==> src/rtl/display_arbiter_if.sv <==
// Bus between the display sources (clock/alarm counters, setting screen, message
// requester) and the display arbiter, plus the arbiter's outputs to the decoder.
//   master : source side, drives segment data, setting controls and msg_req.
//   slave  : arbiter side, drives decoder data, ownership status and pulses.
interface display_arbiter_if;
  logic [63:0] time_seg;     // live time segments, active-low, digit 7 in [63:56]
  logic [63:0] set_seg;      // setting-screen segments
  logic [3:0]  set_index;    // digit under adjustment
  logic        set_active;   // level: setting mode
  logic        set_key;      // pulse: key activity in setting mode
  logic [63:0] msg_seg;      // overlay segments, sampled at grant
  logic        msg_req;      // level request, held until msg_gnt
  logic        msg_gnt;      // pulse: request accepted
  logic [63:0] display_time; // to decoder
  logic [3:0]  index;        // to decoder
  logic        adjust;       // to decoder
  logic [1:0]  owner;        // 0=TIME, 1=SET, 2=MSG
  logic        msg_busy;     // high while overlay shown
  logic        set_timeout;  // pulse: idle-timeout exit from setting

  modport master (
    output time_seg, set_seg, set_index, set_active, set_key, msg_seg, msg_req,
    input  msg_gnt, display_time, index, adjust, owner, msg_busy, set_timeout
  );

  modport slave (
    input  time_seg, set_seg, set_index, set_active, set_key, msg_seg, msg_req,
    output msg_gnt, display_time, index, adjust, owner, msg_busy, set_timeout
  );
endinterface

==> src/rtl/display_arbiter.sv <==
// Display arbiter: shares the 8-digit 7-segment decoder between live time, the
// time-setting screen and a transient message overlay. Priority MSG > SET > TIME.
// Ports:
//   CP_1KHz : 1 kHz system clock
//   CR      : synchronous active-high reset
//   bus     : display_arbiter_if.slave (source data/controls in, decoder data,
//             owner, msg_gnt, msg_busy, set_timeout out); all outputs registered.
module display_arbiter #(
  parameter int unsigned HOLD_MS    = 2000,
  parameter int unsigned TIMEOUT_MS = 10000
) (
  input logic               CP_1KHz,
  input logic               CR,
  display_arbiter_if.slave  bus
);

  localparam logic [15:0] HoldLast = 16'(HOLD_MS - 1);
  localparam logic [15:0] IdleLast = 16'(TIMEOUT_MS - 1);

  typedef enum logic [1:0] {StTime = 2'd0, StSet = 2'd1, StMsg = 2'd2} state_e;

  state_e      state_q, state_d;
  logic [15:0] hold_q, hold_d;
  logic [15:0] idle_q, idle_d;
  logic        lockout_q, lockout_d;
  logic [63:0] msg_reg_q, msg_reg_d;
  logic        gnt_q, gnt_d;
  logic        timeout_q, timeout_d;
  logic [63:0] disp_q, disp_d;
  logic [3:0]  index_q, index_d;
  logic        adjust_q, adjust_d;

  always_comb begin
    state_d   = state_q;
    hold_d    = hold_q;
    idle_d    = idle_q;
    // Lockout only persists while the user keeps set_active asserted.
    lockout_d = bus.set_active ? lockout_q : 1'b0;
    msg_reg_d = msg_reg_q;
    gnt_d     = 1'b0;
    timeout_d = 1'b0;

    unique case (state_q)
      StTime: begin
        idle_d = '0;
        if (bus.msg_req) begin
          state_d   = StMsg;
          gnt_d     = 1'b1;
          msg_reg_d = bus.msg_seg;
          hold_d    = '0;
        end else if (bus.set_active && !lockout_q) begin
          state_d = StSet;
        end
      end
      StSet: begin
        if (bus.msg_req) begin
          // Preemption keeps idle_q frozen so the timeout resumes afterwards.
          state_d   = StMsg;
          gnt_d     = 1'b1;
          msg_reg_d = bus.msg_seg;
          hold_d    = '0;
        end else if (!bus.set_active) begin
          state_d = StTime;
        end else if (bus.set_key) begin
          idle_d = '0;
        end else if (idle_q == IdleLast) begin
          timeout_d = 1'b1;
          lockout_d = 1'b1;
          state_d   = StTime;
        end else begin
          idle_d = idle_q + 16'd1;
        end
      end
      StMsg: begin
        // Requests are ignored here; a held request is granted from TIME/SET next cycle.
        if (hold_q == HoldLast) begin
          state_d = (bus.set_active && !lockout_q) ? StSet : StTime;
        end else begin
          hold_d = hold_q + 16'd1;
        end
      end
      default: state_d = StTime;
    endcase

    // Output mux follows the next state so ownership and data change together.
    disp_d   = bus.time_seg;
    index_d  = '0;
    adjust_d = 1'b0;
    case (state_d)
      StSet: begin
        disp_d   = bus.set_seg;
        index_d  = bus.set_index;
        adjust_d = 1'b1;
      end
      StMsg:   disp_d = msg_reg_d;
      default: ;
    endcase
  end

  always_ff @(posedge CP_1KHz) begin
    if (CR) begin
      state_q   <= StTime;
      hold_q    <= '0;
      idle_q    <= '0;
      lockout_q <= 1'b0;
      msg_reg_q <= '1;
      gnt_q     <= 1'b0;
      timeout_q <= 1'b0;
      disp_q    <= '1;
      index_q   <= '0;
      adjust_q  <= 1'b0;
    end else begin
      state_q   <= state_d;
      hold_q    <= hold_d;
      idle_q    <= idle_d;
      lockout_q <= lockout_d;
      msg_reg_q <= msg_reg_d;
      gnt_q     <= gnt_d;
      timeout_q <= timeout_d;
      disp_q    <= disp_d;
      index_q   <= index_d;
      adjust_q  <= adjust_d;
    end
  end

  assign bus.display_time = disp_q;
  assign bus.index        = index_q;
  assign bus.adjust       = adjust_q;
  assign bus.owner        = state_q;
  assign bus.msg_busy     = (state_q == StMsg);
  assign bus.msg_gnt      = gnt_q;
  assign bus.set_timeout  = timeout_q;

endmodule

==> src/flat_wrapper.sv <==
// flat-port wrapper written by rule: the top's interface ports become plain ports
module display_arbiter_flat 
#(
  parameter int unsigned HOLD_MS    = 2000,
  parameter int unsigned TIMEOUT_MS = 10000
)
  (CP_1KHz, CR, bus_time_seg, bus_set_seg, bus_set_index, bus_set_active, bus_set_key, bus_msg_seg, bus_msg_req, bus_msg_gnt, bus_display_time, bus_index, bus_adjust, bus_owner, bus_msg_busy, bus_set_timeout);
  display_arbiter_if bus_i ();
  input logic CP_1KHz;
  input logic CR;
  input wire logic [$bits(bus_i.time_seg)-1:0] bus_time_seg;
  input wire logic [$bits(bus_i.set_seg)-1:0] bus_set_seg;
  input wire logic [$bits(bus_i.set_index)-1:0] bus_set_index;
  input wire logic [$bits(bus_i.set_active)-1:0] bus_set_active;
  input wire logic [$bits(bus_i.set_key)-1:0] bus_set_key;
  input wire logic [$bits(bus_i.msg_seg)-1:0] bus_msg_seg;
  input wire logic [$bits(bus_i.msg_req)-1:0] bus_msg_req;
  output wire logic [$bits(bus_i.msg_gnt)-1:0] bus_msg_gnt;
  output wire logic [$bits(bus_i.display_time)-1:0] bus_display_time;
  output wire logic [$bits(bus_i.index)-1:0] bus_index;
  output wire logic [$bits(bus_i.adjust)-1:0] bus_adjust;
  output wire logic [$bits(bus_i.owner)-1:0] bus_owner;
  output wire logic [$bits(bus_i.msg_busy)-1:0] bus_msg_busy;
  output wire logic [$bits(bus_i.set_timeout)-1:0] bus_set_timeout;
  assign bus_i.time_seg = bus_time_seg;
  assign bus_i.set_seg = bus_set_seg;
  assign bus_i.set_index = bus_set_index;
  assign bus_i.set_active = bus_set_active;
  assign bus_i.set_key = bus_set_key;
  assign bus_i.msg_seg = bus_msg_seg;
  assign bus_i.msg_req = bus_msg_req;
  assign bus_msg_gnt = bus_i.msg_gnt;
  assign bus_display_time = bus_i.display_time;
  assign bus_index = bus_i.index;
  assign bus_adjust = bus_i.adjust;
  assign bus_owner = bus_i.owner;
  assign bus_msg_busy = bus_i.msg_busy;
  assign bus_set_timeout = bus_i.set_timeout;
  display_arbiter #(.HOLD_MS(HOLD_MS), .TIMEOUT_MS(TIMEOUT_MS)) u_core (.CP_1KHz(CP_1KHz), .CR(CR), .bus(bus_i));
endmodule
==> config.mk <==
export PLATFORM = sky130hd
export DESIGN_NAME = display_arbiter_flat
export DESIGN_NICKNAME = d
export VERILOG_FILES = /design/src/rtl/display_arbiter_if.sv /design/src/rtl/display_arbiter.sv /design/src/flat_wrapper.sv
export SDC_FILE = /design/constraint.sdc
export NUM_CORES = 1
export LEC_CHECK = 0
export CORE_MARGIN = 3
export CORE_UTILIZATION = 63
export DETAILED_ROUTE_END_ITERATION = 8
export DONT_BUFFER_PORTS = 1
export PLACE_DENSITY_LB_ADDON = 0.15
export SLEW_MARGIN = 5
export SYNTH_ARGS = -nofsm -noshare
export SYNTH_HDL_FRONTEND = slang
export SYNTH_SLANG_ARGS = --single-unit
==> constraint.sdc <==
create_clock -name CP_1KHz -period 3.15 [get_ports CP_1KHz]
set_clock_uncertainty 0.05 [all_clocks]
set_input_delay 0.63 -clock CP_1KHz [delete_from_list [all_inputs] [get_ports CP_1KHz]]
set_output_delay 0.63 -clock CP_1KHz [all_outputs]
set_load 0.005 [all_outputs]
==> summary.md, run 1 <==
| Metric | Value |
|---|---|
| Final hold slack | `0.222 ns` |
| DP Wirelength | `13.4 mm` |
| First-pass GRT wire length | `30.1 mm` |
| Count of cell types in the netlist | `56` |
| Worst hold path type | `input pin to flip-flop` |
| Hold EP | `u_core.hold_q[12]` |
| Via/cell ratio | `6.56` |
| Switching share of total power | `0.259` |
| Pwr Total | `5.13 mW` |
| WHS Path Cells | `1` |
| 1st-pass router iterations | `5` |
| FMAX | `362 MHz` |
| Synth warn | `0` |
| CTS Sinks | `170` |
| Cell area after synthesis | `7310 sq um` |
| Post-Layout Inst Area | `7950 sq um` |
| Final period util | `0.876` |
| Die width | `114 um` |
| Synth Area per Inst | `9.65 sq um` |
| Clk_lat worst skew | `0.43 ns` |
| Reg2reg path depth | `9` |
| Worst-path fanout max | `33` |
| TritonCTS clock tree | `yes` |
| Total negative setup slack | `0 ns` |
| PD cells | `646 nW/um^2` |
| Post-synth top area share | `0.465` |
| Max_slew headroom | `0.323` |
| RR Endpoint | `u_core.bus.index[1]` |
| Yosys reg bits | `170` |
| Post-Route WL | `19.2 mm` |
| Top cell type by total area after synthesis | `dfxtp_1` |
| Detailed-route DRC error count | `0` |
| Root Buffer | `clkbuf_16` |
| # IOs | `275` |
| Final Max Slew Viols | `0` |
| Die ar. | `12900 sq um` |
| Setup Fix Bufs, Post-CTS | `0` |
| Sequential share of the synthesized area | `0.465` |
| Syn nets | `963` |
| Core area | `11100 sq um` |
| Leak | `2.75 nW` |
| Die H | `114 um` |
| Reg2Reg Setup Slack | `0.39 ns` |
| Worst Hold Launch | `CR` |
| VDD IR max | `0.000561 V` |
| Worst path slowest cell | `o41ai_1` |
| Largest net degree at the start of global routing | `70` |
| RSZ-0062 raised after global routing | `false` |
| Max Cap Violations | `0` |
| CP startpoint kind | `flip-flop` |
| Vias in the first global route | `5744` |
| Initial Util | `0.660` |
| Placed cell areas | `7370 sq um` |
| Clock-pin slew of the registers on the worst-case setup and hold paths | `0.06 ns` |
| Clk network pwr share | `0.389` |
| Final Hold Fails | `0` |
| Crit path arrival time | `3.08 ns` |
| Ranking of synthesized cells by area | `dfxtp_1, mux2_2, o211ai_1, a22oi_1, nand2b_1` |
| Comb pwr share | `0.137` |
| WS Path Type | `flip-flop to flip-flop` |
| Grt total ovfl | `0` |
| Area grow syn2layout | `8.67%` |
| Buf+Inv Stages, Crit Path | `2` |
| CTS Buf Count | `17` |
| Cts hold-fix bufs | `0` |
| Seq pwr share | `0.475` |
| Crit-path cells | `ha_1 > nand4_1 > o41ai_1 > a22oi_1 > inv_1 > ha_4 > buf_4 > nor2b_1 > and2_1` |
| Switch Pwr | `1.33 mW` |
| Mapped Cells | `758` |
| DRT antenna net count | `0` |
| DR iter-0 viols | `598` |
| Status | `finished, final reports clean` |
| Share of cells above drive strength 1 | `0.169` |
| WP data required | `3.47 ns` |
| CTS resizes | `0` |
| # rows | `38` |
| WL/cell | `21.8 um` |
| Layout net count | `933` |
| Reg-to-reg startpoint | `u_core.hold_q[0]` |
| Routability Congestion | `0.857` |
| Largest stage delay, worst path | `0.45 ns` |
| PortBufs | `0` |
| GRT Util Overall | `0.296` |
| Element type at the critical path end | `flip-flop` |
| H-tree Lvls | `4` |
| Worst path top cell family by delay | `simple AND/OR/NAND/NOR gates` |
| Asr flop ratio synth | `0` |
| Internal power | `3.81 mW` |
| Endpoints failing setup | `0` |
| Initial antenna violation count | `1` |
| Clk buf depth | `2` |
| Most frequent cell after synthesis | `dfxtp_1` |
| DR vias | `5783` |
| Period minus WS final | `2.76 ns` |
| Worst-Margin Slew | `1.01 ns` |
| Top post-synthesis cells by count | `dfxtp_1, nand2_1, nand2b_1, o211ai_1` |
| Main synth FF type | `dfxtp_1` |
| Post-synth EDFFs | `0` |
[area by class of cell]
class / count / area, sq um
Antenna cell: 1 / 2.50
Clock inverter: 10 / 91.3
Tap cell: 140 / 175
Clock buffer: 21 / 480
Timing Repair Buffer: 15 / 150
Fill cell: 809 / 3130
Inverter: 12 / 46.3
Multi-Input combinational cell: 512 / 3600
Sequential cell: 170 / 3400
[worst register-to-register path: stages (launching register included)]
cell and delay (ns):
dfxtp_1 0.42, ha_1 0.24, nand4_1 0.31, o41ai_1 0.45
a22oi_1 0.16, inv_1 0.13, ha_4 0.14, buf_4 0.33
nor2b_1 0.31, and2_1 0.17
[metal layers]
| metal | vias to the layer above | track usage | part of all wire |
|---|---|---|---|
| li1 | 2695 | - | - |
| met4 | 0 | 0.117 | 0.024 |
| met2 | 292 | 0.480 | 0.50 |
| met5 | - | 0 | 0 |
| met1 | 2760 | 0.366 | 0.39 |
| met3 | 36 | 0.0955 | 0.086 |
[stage by stage]
| step | instances | utilization | worst slack [ns] |
|---|---|---|---|
| finish | 881 | 0.717 | 0.390 |
| global route | 881 | 0.717 | 0.195 |
| CTS | 880 | 0.717 | 0.395 |
| detailed placement | 849 | 0.666 | 0.397 |
| global placement | 849 | 0.666 | 0.574 |
| floorplan | 758 | - | 0.520 |
[kinds of logic after synthesis]
group                    share of synthesized area
adder cells (fa/ha/maj)                    0.00684
flip-flops                                   0.465
buffers and inverters                       0.0453
XOR/XNOR                                   0.00719
AO/OA/AOI/OAI                                0.184
multiplexers                                 0.103
AND/OR/NAND/NOR                              0.189
[cell usage in the layout (no fill, tap or decap), types with 3 or more instances in the layout]
master	instances
a21oi_1	8
a22oi_1	65
a31oi_1	15
and2_1	6
buf_12	3
buf_4	12
clkbuf_16	17
clkbuf_8	4
clkinv_2	5
dfxtp_1	170
inv_1	10
mux2_2	65
nand2_1	81
nand2b_1	71
nand3_1	17
nand4_1	14
nor2_1	19
nor3_1	7
nor4_1	7
o211ai_1	71
o21ai_0	11
or3_1	5
xnor2_1	5
[power by group through the flow]
stage / logic [mW] / clock network, mW / registers [mW]
6_report: 0.701 / 2.00 / 2.44
5_1_grt: 0.781 / 2.12 / 2.45
4_1_cts: 0.699 / 2.01 / 2.44
3_5_place_dp: 0.694 / 0 / 2.48
2_1_floorplan: 0.559 / 0 / 2.44
3_3_place_gp: 0.664 / 0 / 2.48
[registers in the layout (all words and copies together) (netlist names)]
name,cells
u_core.lockout_q,1
u_core.bus.msg_gnt,1
u_core.bus.set_timeout,1
u_core.bus.index,4
u_core.bus.adjust,1
u_core.msg_reg_q,64
u_core.hold_q,16
u_core.idle_q,16
u_core.bus.owner,2
u_core.bus.display_time,64
[worst max-delay path by stage]
stage,from,to,slack [ns],depth (start not counted)
4_1_cts,u_core.hold_q[0],u_core.bus.index[1],0.39,9
6_report,u_core.hold_q[0],u_core.bus.index[1],0.39,9
3_5_place_dp,u_core.hold_q[0],u_core.bus.index[1],0.40,9
3_3_place_gp,u_core.hold_q[0],u_core.bus.display_time[39],0.57,9
5_1_grt,u_core.hold_q[0],u_core.bus.index[0],0.20,9
2_1_floorplan,bus_msg_req,u_core.bus.display_time[27],0.52,11
Note: power is estimated with default switching activity, not from simulation.
==> run 2: changes to the inputs <==
--- a/config.mk
+++ b/config.mk
@@ -9,7 +9,9 @@
 export CORE_UTILIZATION = 63
 export DETAILED_ROUTE_END_ITERATION = 8
 export DONT_BUFFER_PORTS = 1
+export HOLD_SLACK_MARGIN = 0.08
 export PLACE_DENSITY_LB_ADDON = 0.15
+export REMOVE_ABC_BUFFERS = 1
 export SLEW_MARGIN = 5
 export SYNTH_ARGS = -nofsm -noshare
 export SYNTH_HDL_FRONTEND = slang
==> run 2 against run 1 <==
Against the previous run:
- die area stayed put
- worst setup slack got worse by 0.043 ns
- largest power group unchanged
- global-route usage fell by 0.69 points
- combinational power decreased by 1%
- sequential power about the same
- cell area up 0.58%
==> summary.md, run 2 (synthesized netlist as in run 1, its figures left out) <==
| Metric | Value |
|---|---|
| Status | `finished, final reports clean` |
| Most frequent cells in the layout | `dfxtp_1, nand2_1, nand2b_1, o211ai_1` |
| Multi-input logic area | `3600 sq um (unchanged)` |
| Crit path from | `u_core.hold_q[1]` |
| Fill cells | `808 (-0.12%)` |
| Final Hold Fails | `0 (unchanged)` |
| Clock-pin slew of the registers on the worst-case setup and hold paths | `0.06 ns (about the same)` |
| Met3 routed WL | `1.79 mm (+7.6%)` |
| # IOs | `275 (unchanged)` |
| Max Cap Violations | `0 (unchanged)` |
| Core area | `11100 sq um (unchanged)` |
| PnR worst setup slack | `0.347 ns (-0.0433 ns)` |
| DR vias | `5777 (-0.10%)` |
| 1st-pass router iterations | `5 (unchanged)` |
| DR top layer | `met4` |
| CTS Sinks | `170 (unchanged)` |
| CP startpoint kind | `flip-flop` |
| FF+latch area | `3400 sq um (unchanged)` |
| WL/cell | `21.7 um (-0.46%)` |
| Pre-CTS WS | `0.411 ns (+0.0139 ns)` |
| # rows | `38 (unchanged)` |
| Via/cell ratio | `6.59 (+0.35%)` |
| Area grow syn2layout | `9.31%` |
| Cts hold-fix bufs | `0 (unchanged)` |
| Die H | `114 um (unchanged)` |
| RSZ-0062 raised after global routing | `false` |
| Worst path top cell family by delay | `simple AND/OR/NAND/NOR gates` |
| Worst hold path type | `input pin to flip-flop` |
| Share of cells above drive strength 1 | `0.163 (-0.00610)` |
| DR iter-0 viols | `542 (-9.4%)` |
| TritonCTS clock tree | `yes` |
| Final Max Slew Viols | `0 (unchanged)` |
| Layout net count | `929 (-0.43%)` |
| M1 WL | `7.19 mm (-4.8%)` |
| Max_slew headroom | `0.379 (+0.0562)` |
| Leak | `2.75 nW (about the same)` |
| Detailed-route DRC error count | `0 (unchanged)` |
| CTS Buf Count | `17 (unchanged)` |
| Worst-Margin Slew | `0.925 ns (-0.0838 ns)` |
| Worst path slowest cell | `o41ai_1` |
| Crit-path cells | `ha_1 > nand4_1 > o41ai_1 > a22oi_1 > inv_1 > ha_4 > buf_12 > nor2b_1 > and2_1` |
| WP data required | `3.47 ns (about the same)` |
| Clk buf depth | `2 (unchanged)` |
| Routability Congestion | `0.851 (-0.69%)` |
| GRT Util Overall | `0.289 (-0.00691)` |
| Largest stage delay, worst path | `0.47 ns (+0.02 ns)` |
| Die ar. | `12900 sq um (unchanged)` |
| CTS resizes | `0 (unchanged)` |
| Worst-path fanout max | `65 (+97%)` |
| Met2 routed WL | `9.76 mm (+2.0%)` |
| Clk_lat worst skew | `0.43 ns (about the same)` |
| Placed cell areas | `7360 sq um (-0.24%)` |
| DP Wirelength | `13.0 mm (-3.3%)` |
| Reg-to-reg startpoint | `u_core.hold_q[1]` |
| Setup Fix Bufs, Post-CTS | `0 (unchanged)` |
| Buf+Inv Stages, Crit Path | `2 (unchanged)` |
| Vias in the first global route | `5718 (-0.45%)` |
| Element type at the critical path end | `flip-flop` |
| Grt total ovfl | `0 (unchanged)` |
| Period minus WS final | `2.80 ns (+0.0433 ns)` |
| Endpoints failing setup | `0 (unchanged)` |
| PortBufs | `0 (unchanged)` |
| PD cells | `670 nW/um^2 (+3.8%)` |
| WS Path Type | `flip-flop to flip-flop` |
| Final period util | `0.890 (+0.0137)` |
| Root Buffer | `clkbuf_16` |
| Worst Hold Launch | `CR` |
| Initial antenna violation count | `0 (-1)` |
| Final Non-Filler Cells | `877 (-0.45%)` |
| Post-Route WL | `19.1 mm (-0.91%)` |
| Initial Util | `0.660 (unchanged)` |
| Most common cell after layout, fill and taps aside | `dfxtp_1` |
| First-pass GRT wire length | `29.4 mm (-2.4%)` |
| Crit path arrival time | `3.12 ns (+0.04 ns)` |
| Post-Layout Inst Area | `7990 sq um (+0.58%)` |
| Die width | `114 um (unchanged)` |
| Placed insts | `845 (-0.47%)` |
| Largest net degree at the start of global routing | `71 (+1.4%)` |
| VDD IR max | `0.000557 V (-0.68%)` |
| Ant. Diodes | `0 (-1)` |
| Final hold slack | `0.218 ns (-0.00326 ns)` |
| FMAX | `357 MHz (-1.5%)` |
| H-tree Lvls | `4 (unchanged)` |
| DRT antenna net count | `0 (unchanged)` |
==> run 2: changes by cell type in the layout (fill, tap and decap cells not counted) <==
cell        before  now
diode_2          1    0
clkbuf_8         4    3
clkinvlp_4       2    4
clkinv_2         5    2
bufinv_16        1    4
buf_4           12    7
buf_12           3    4
clkbuf_1         0    2
clkinv_4         2    0
==> run 2: where the power goes <==
part / internal [mW] / switching (mW)
Clock: 1.39 / 0.841
Sequential: 2.34 / 0.0970
Combinational: 0.301 / 0.392
==> run 2: area by class of cell <==
| type | instances | area share |
|---|---|---|
| multi-input combinational | 512 | 0.450 |
| sequential | 170 | 0.426 |
| clock buffer | 22 | 0.0593 |
| tap | 140 | 0.0219 |
| clock inverter | 10 | 0.0205 |
| timing repair buffer | 11 | 0.0166 |
| inverter | 12 | 0.00579 |
==> run 2: final timing paths <==
kind / slack [ns] / cells past startpoint / endpoint
max: 0.35 / 9 / u_core.bus.index[1]
min: 0.22 / 1 / u_core.bus.owner[1]
min reg2reg: 0.42 / 2 / u_core.lockout_q
max reg2reg: 0.35 / 9 / u_core.bus.index[1]
==> run 2: routing by layer <==
layer  vias to the layer above  track usage
met1                      2780        0.338
met4                         0       0.0913
met3                        32        0.118
met2                       263        0.486
met5                         -            0
li1                       2702            -
==> run 2: per-stage QoR <==
stage / TNS [ns] / util / total power [mW]
CTS: 0 / 0.722 / 5.38
finish: 0 / 0.722 / 5.36
detailed placement: 0 / 0.664 / 3.17
floorplan: -154.42 / - / 2.98
global placement: 0 / 0.664 / 3.14
global route: 0 / 0.722 / 5.57
==> run 3: changes to the inputs <==
--- a/config.mk
+++ b/config.mk
@@ -12,7 +12,6 @@
 export HOLD_SLACK_MARGIN = 0.08
 export PLACE_DENSITY_LB_ADDON = 0.15
 export REMOVE_ABC_BUFFERS = 1
-export SLEW_MARGIN = 5
 export SYNTH_ARGS = -nofsm -noshare
 export SYNTH_HDL_FRONTEND = slang
 export SYNTH_SLANG_ARGS = --single-unit
==> results of run 3 <==
No change in the layout: final DEF, timing and power equal those of run 2.
